### src/rtl/systolic_tile_loader.sv
// Tile loader for a 2x2 systolic array: packs a byte-serial operand stream into activation/weight words.
// Latency: last operand byte accepted at edge t -> tile on outputs from edge t+1 (idle case); strobe RESULT_LAT cycles after first issue.
// Backpressure: in_ready drops while a complete tile waits in the fill buffer; it returns the cycle after that tile moves to the outputs.
//
// Ports:
//   clk, reset (async, active-high)
//   in_data / in_valid / in_ready   byte-serial operands: 4 activations then 4 weights, element e at [e*8 +: 8]
//   flush                           synchronous soft clear of fill buffer, issue state and strobe pipe
//   activation_stream, weight_stream, tile_valid   tile currently presented to the array
//   result_strobe                   one-cycle pulse per tile, RESULT_LAT cycles after its first issue cycle
//   tile_count, stall_count         only with LOADER_STATS_EN defined: saturating tile / fill-wait counters
module systolic_tile_loader #(
   parameter int HOLD_CYCLES = 3,
   parameter int RESULT_LAT  = 3
) (
   input  logic        clk,
   input  logic        reset,
   input  logic [7:0]  in_data,
   input  logic        in_valid,
   output logic        in_ready,
   input  logic        flush,
   output logic [31:0] activation_stream,
   output logic [31:0] weight_stream,
   output logic        tile_valid,
   output logic        result_strobe
`ifdef LOADER_STATS_EN
   ,
   output logic [15:0] tile_count,
   output logic [15:0] stall_count
`endif
);

   localparam int CW = (HOLD_CYCLES > 1) ? $clog2(HOLD_CYCLES) : 1;
   localparam logic [CW-1:0] HOLD_LAST = CW'(HOLD_CYCLES - 1);

   typedef enum logic {IDLE, ISSUE} state_t;

   state_t          state, state_n;
   logic [CW-1:0]   ctr, ctr_n;
   logic            load;
   logic            clr_out;

   logic [2:0]      idx;
   logic            full;
   logic [31:0]     act_buf;
   logic [31:0]     wgt_buf;
   logic [RESULT_LAT:0] strobe_pipe;

   // full is a flop, so in_ready has no combinational path from any input.
   assign in_ready      = ~full;
   assign tile_valid    = (state == ISSUE);
   assign result_strobe = strobe_pipe[RESULT_LAT];

   // Fill side. A load only happens while full, and bytes are only taken while
   // not full, so the two never coincide.
   always_ff @(posedge clk or posedge reset) begin
      if (reset) begin
         idx     <= '0;
         full    <= 1'b0;
         act_buf <= '0;
         wgt_buf <= '0;
      end else if (flush) begin
         idx  <= '0;
         full <= 1'b0;
      end else if (load) begin
         full <= 1'b0;
      end else if (in_valid && !full) begin
         if (idx[2])
            wgt_buf[{idx[1:0], 3'b000} +: 8] <= in_data;
         else
            act_buf[{idx[1:0], 3'b000} +: 8] <= in_data;
         idx <= idx + 3'd1;
         if (idx == 3'd7)
            full <= 1'b1;
      end
   end

   always_ff @(posedge clk or posedge reset) begin
      if (reset) begin
         state <= IDLE;
         ctr   <= '0;
      end else begin
         state <= state_n;
         ctr   <= ctr_n;
      end
   end

   always_comb begin
      state_n = state;
      ctr_n   = ctr;
      load    = 1'b0;
      clr_out = 1'b0;
      if (flush) begin
         state_n = IDLE;
         clr_out = 1'b1;
      end else begin
         case (state)
            IDLE: begin
               if (full) begin
                  load    = 1'b1;
                  state_n = ISSUE;
                  ctr_n   = HOLD_LAST;
               end
            end
            ISSUE: begin
               if (ctr != '0) begin
                  ctr_n = ctr - CW'(1);
               end else if (full) begin
                  // Next tile already waiting: swap it in with no idle cycle.
                  load  = 1'b1;
                  ctr_n = HOLD_LAST;
               end else begin
                  state_n = IDLE;
                  clr_out = 1'b1;
               end
            end
            default: state_n = IDLE;
         endcase
      end
   end

   always_ff @(posedge clk or posedge reset) begin
      if (reset) begin
         activation_stream <= '0;
         weight_stream     <= '0;
      end else if (clr_out) begin
         activation_stream <= '0;
         weight_stream     <= '0;
      end else if (load) begin
         activation_stream <= act_buf;
         weight_stream     <= wgt_buf;
      end
   end

   // Bit k is set in the k-th cycle after a tile's first issue cycle, so
   // overlapping tiles each produce their own pulse.
   always_ff @(posedge clk or posedge reset) begin
      if (reset)
         strobe_pipe <= '0;
      else if (flush)
         strobe_pipe <= '0;
      else
         strobe_pipe <= {strobe_pipe[RESULT_LAT-1:0], load};
   end

`ifdef LOADER_STATS_EN
   always_ff @(posedge clk or posedge reset) begin
      if (reset) begin
         tile_count  <= '0;
         stall_count <= '0;
      end else begin
         if (load && tile_count != 16'hFFFF)
            tile_count <= tile_count + 16'd1;
         if (!flush && full && state == ISSUE && ctr != '0 && stall_count != 16'hFFFF)
            stall_count <= stall_count + 16'd1;
      end
   end
`endif

endmodule

### config.mk
export PLATFORM = sky130hd
export DESIGN_NAME = systolic_tile_loader
export DESIGN_NICKNAME = d
export VERILOG_FILES = /design/src/rtl/systolic_tile_loader.sv
export SDC_FILE = /design/constraint.sdc
export NUM_CORES = 1
export LEC_CHECK = 0
export ABC_AREA = 1
export CAP_MARGIN = 10
export CORE_MARGIN = 2
export CORE_UTILIZATION = 25
export CTS_CLUSTER_SIZE = 14
export DETAILED_ROUTE_END_ITERATION = 6
export SLEW_MARGIN = 15
export SYNTH_ARGS = -nofsm -noshare
export SYNTH_HDL_FRONTEND = slang
export SYNTH_SLANG_ARGS = --single-unit
### constraint.sdc
create_clock -name clk -period 13.6 [get_ports clk]
set_clock_uncertainty 0.15 [all_clocks]
set_input_delay 1.36 -clock clk [delete_from_list [all_inputs] [get_ports clk]]
set_output_delay 1.36 -clock clk [all_outputs]
set_load 0.01 [all_outputs]
After elaboration in Yosys (flattened, before gate mapping)
Cells that the tools add are included.

cells by class
  $lt $le $gt $ge = 0
  multiply operators = 0
  equal/unequal tests = 2
  bitwise gates (word level) = 5
  add/sub/neg operators = 3
  reductions and logical operators = 11
  muxes and demuxes = 28
  div/mod/pow operators = 0
  shifts and indexed selects = 2

operators by type and width
  kind                                                                    number
  32-bit 2-to-1 mux                                                       4
  32-bit bitwise mux                                                      2
  8-bit by 7-bit variable shift with 32-bit output, first input constant  1
  8-bit by 7-bit indexed part select with 32-bit output                   1
  1-bit 2-to-1 mux                                                        13
  3-bit 2-to-1 mux                                                        3
  4-bit AND reduction                                                     2
  5-bit negator with 7-bit output                                         1
  2-bit nonzero test                                                      3
  3-bit nonzero test                                                      2
  1-bit inverter                                                          5
  2-bit 2-to-1 mux                                                        2
  4-bit 2-to-1 mux                                                        1
  1-bit case mux with 2 select lines                                      2
  2-bit case mux with 2 select lines                                      1
  2-bit AND reduction                                                     2
  3-bit by 1-bit adder with 3-bit output, second input constant           1
  3-bit equality test, second input constant                              1
  2-bit != test, second input constant                                    1
  2-bit by 1-bit subtractor with 2-bit output, second input constant      1
  1-bit logical AND                                                       1
  1-bit logical NOT                                                       1

storage, ports and cells
  bits of input ports = 12
  bits in latches = 0
  bits in read-only memories = 0
  logic and storage cells = 60
  memories = 0
  RAM bits = 0
  flip-flop bits (word level) = 139

Depth between registers and ports, before layout
  depth after elaboration = 6
  mapped depth = 9
  gate-level depth less buffers = 7

Worst setup path before layout
Ideal clock, no wire load.

  path kind = input -> register
  start = input flush
  end = register wgt_buf[10]
  slack = 11.131 ns
  library setup time = 0.118 ns
  arrival = 2.201 ns
  stages = 6
  required time = 13.332 ns
  cells stage by stage = buf_2 -> inv_1 -> buf_2 -> nand4_1 -> nand2_1 -> nand2_1

between the ends
  word-level cells in the longest chain between the ends = 3

RTL lines
  what                                    RTL line  RTL
  start, declared                         21        input logic flush,
  1-bit 2-to-1 mux                        93        if (flush) begin
  1-bit inverter (no source line)         --
  4-bit AND reduction (no source line) *  --
  end signal, assigned by index           69        wgt_buf[{idx[1:0], 3'b000} +: 8] <= in_data;
  end, declared                           46        logic [31:0] wgt_buf;

Mark *: on every way between the ends. The rest lies on a longest branch, timed or not.
A chain may end at the register's enable or synchronous reset.

Worst setup path after layout
  start = input flush
  end = register act_buf[29]

between the ends
  word-level cells in the longest chain between the ends = 3

RTL lines
  what                                    RTL line  RTL
  1-bit 2-to-1 mux                        93
  1-bit inverter (no source line)         --
  4-bit AND reduction (no source line) *  --
  end signal, assigned by index           71        act_buf[{idx[1:0], 3'b000} +: 8] <= in_data;
  end, declared                           45        logic [31:0] act_buf;

Marks and branches as above.

==> impl_metrics.toml <==
[placement]
placed_cells = 1040
dp.final_hpwl_um = 10500
port_buffers = 78
place_congestion = 0.845
pre_cts_ws_ns = 9.47

[logic_synthesis]
yosys_warnings = 0
ys_seq_area_share_pct = 58.7
syn_inst = 683
ys_ff_latch = 139
synthesis.nets = 701
synth.distinct_cells = 20
syn_area_per_cell_um2 = 8.67
syn_area_um2 = 5920

[cts]
cts_setup_buffers = 0
cts_max_level = 4
clk_latency_ns = 0.42
clkSinkCount = 139
hold_buffers = 0
numCtsBuffers = 17
clk_pin_slew_worst_paths_ns = 0.06
cts_resized = 0
clockBufferDepth = 2
cts_tree = "built"
root_buffer = "clkbuf_16"

[sta]
report.final.slew_viol_count = 0
rsz0062_at_grt = "false"
period_needed_ns = 3.69
slew_headroom_pct = 44.7
final-hold-violation-count = 0
setup-violations-final = 0
totalNegativeSetupSlack_ns = 0
fmax_ghz = 0.271
worst-slew-pin-transition_ns = 0.829
fin_crit_sh_pct = 27.1
fin_ws_ns = 9.91

[setup_path]
critPathLaunchType = "primary input"
end_kind = "flop"
worstPathRequired_ns = 13.81
r2r_cells = 7
cp.arrival_ns = 3.89
rrSetupSlack_ns = 11.14
crit_type = "in -> reg"
rr_endpoint = "wgt_buf[3]"
cp_max_fo = 78
r2r-start = "idx[0]"

[floorplan]
io_pins = 79
die_h_um = 158
start_util_pct = 25.4
core_area_um2 = 23300
die_x_um = 158
die_area_um2 = 24900
std_cell_rows = 56

[drt]
viasPerCell = 4.52
routed_wl_um = 15400
first_iter_violations = 421
vias = 4848
route.detailed.drc = 0
final_antenna_net_count = 0
drt_first_pass_iters = 5
post_drt_wl_per_cell_um = 14.4

[grt]
grt_pass1_vias = 4661
overflow = 0
grt_pass1_wl_um = 25200
grt_use_total_pct = 13.0
antenna_found_initial = 0
grt_max_degree = 79

[hold_path]
min_path_cells = 2
min_to = "strobe_pipe[3]"
min_from = "strobe_pipe[2]"
hold_class = "reg -> reg"

[flow_run]
drv_cap = 0

[pwr]
irDropWorstVdd_mv = 0.0841
p_leak_nw = 3.82
powerDensity_nw_per_um2 = 126

[final_layout]
layout_commonest_cell = "nand2_1"
area_growth_pct = 27.4
nets = 758
drive_gt1_share_pct = 5.71
antennaDiodeCount = 0
fin_cells = 1072
mostFrequentLayoutCells = "223 x nand2_1, 187 x nand3_1, 139 x dfrtp_1"

[outcome]
outcome = "complete, no violations"
## metrics by stage
| stage | area (um^2) | hold WS, ns | total power, mW | utilization [%] |
|---|---|---|---|---|
| 4_1_cts | 7540 | 0.320 | 0.962 | 32.3 |
| 2_1_floorplan | 5920 | 0.284 | 0.472 | - |
| 6_report | 7550 | 0.315 | 0.952 | 32.3 |
| 3_5_place_dp | 6940 | 0.299 | 0.487 | 29.7 |
| 5_1_grt | 7550 | 0.342 | 0.988 | 32.3 |
| 3_3_place_gp | 6940 | 0.298 | 0.487 | 29.7 |
## Yosys cell counts, drive strengths merged
library cell,instances,area [um^2]
o21ai,6,30.0
buf,36,193
inv,20,75.1
clkbuf,8,30.0
a21oi,2,10.0
nor3,2,10.0
nand3,188,946
nand2,224,841
dfrtp,139,3480
clkinv,1,3.75
o22ai,1,6.26
nor2,42,175
ha,6,75.1
nand4,8,50.1
## worst max-delay path, stage by stage
cell	delay, ns
clkdlybuf4s50_1	0.59
inv_2	0.10
buf_4	0.63
nand3_2	0.27
nor2_4	0.60
nand3_1	0.22
nand2_1	0.11
## sequential cells by signal (all words and copies together) (netlist names)
name,count
tile_valid,1
ctr,2
act_buf,32
weight_stream,32
wgt_buf,32
activation_stream,32
strobe_pipe,4
full,1
idx,3
## layout make-up
| class | count | area [um^2] |
|---|---|---|
| multi-input combinational | 479 | 2170 |
| tap | 319 | 399 |
| sequential | 139 | 3480 |
| fill | 2449 | 15800 |
| inverter | 21 | 83.8 |
| clock inverter | 11 | 144 |
| timing repair buffer | 82 | 811 |
| clock buffer | 21 | 460 |
## power breakdown
| part | internal (mW) | leakage, nW | switching, mW | total (mW) |
|---|---|---|---|---|
| Combinational | 0.0116 | 1.61 | 0.0368 | 0.0485 |
| Sequential | 0.424 | 1.93 | 0.00744 | 0.431 |
| Clock | 0.297 | 0.285 | 0.175 | 0.473 |
## how the worst max path moves through the flow
stage	startpoint	endpoint	cells past startpoint
2_1_floorplan	reset	act_buf[0]	1
3_3_place_gp	flush	act_buf[29]	7
3_5_place_dp	flush	act_buf[24]	7
4_1_cts	flush	act_buf[24]	7
5_1_grt	flush	act_buf[30]	7
6_report	flush	act_buf[29]	7
## kinds of logic (layout without fill, tap and decap cells)
group | after synthesis | after routing | share of synthesized area (%)
compound gates | 9 | 9 | 0.782
fa+ha+maj | 6 | 6 | 1.27
simple gates | 464 | 464 | 34.1
flops | 139 | 139 | 58.7
buf+inv | 65 | 135 | 5.09
## routing by layer
layer,vias to the layer above,GRT usage (%),share of wire [%]
met5,-,0,0
met4,0,5.24,2.0
met3,20,3.28,4.6
met2,113,19.7,46
met1,2360,17.7,47
li1,2355,-,-
Note: power is estimated with default switching activity, not from simulation.
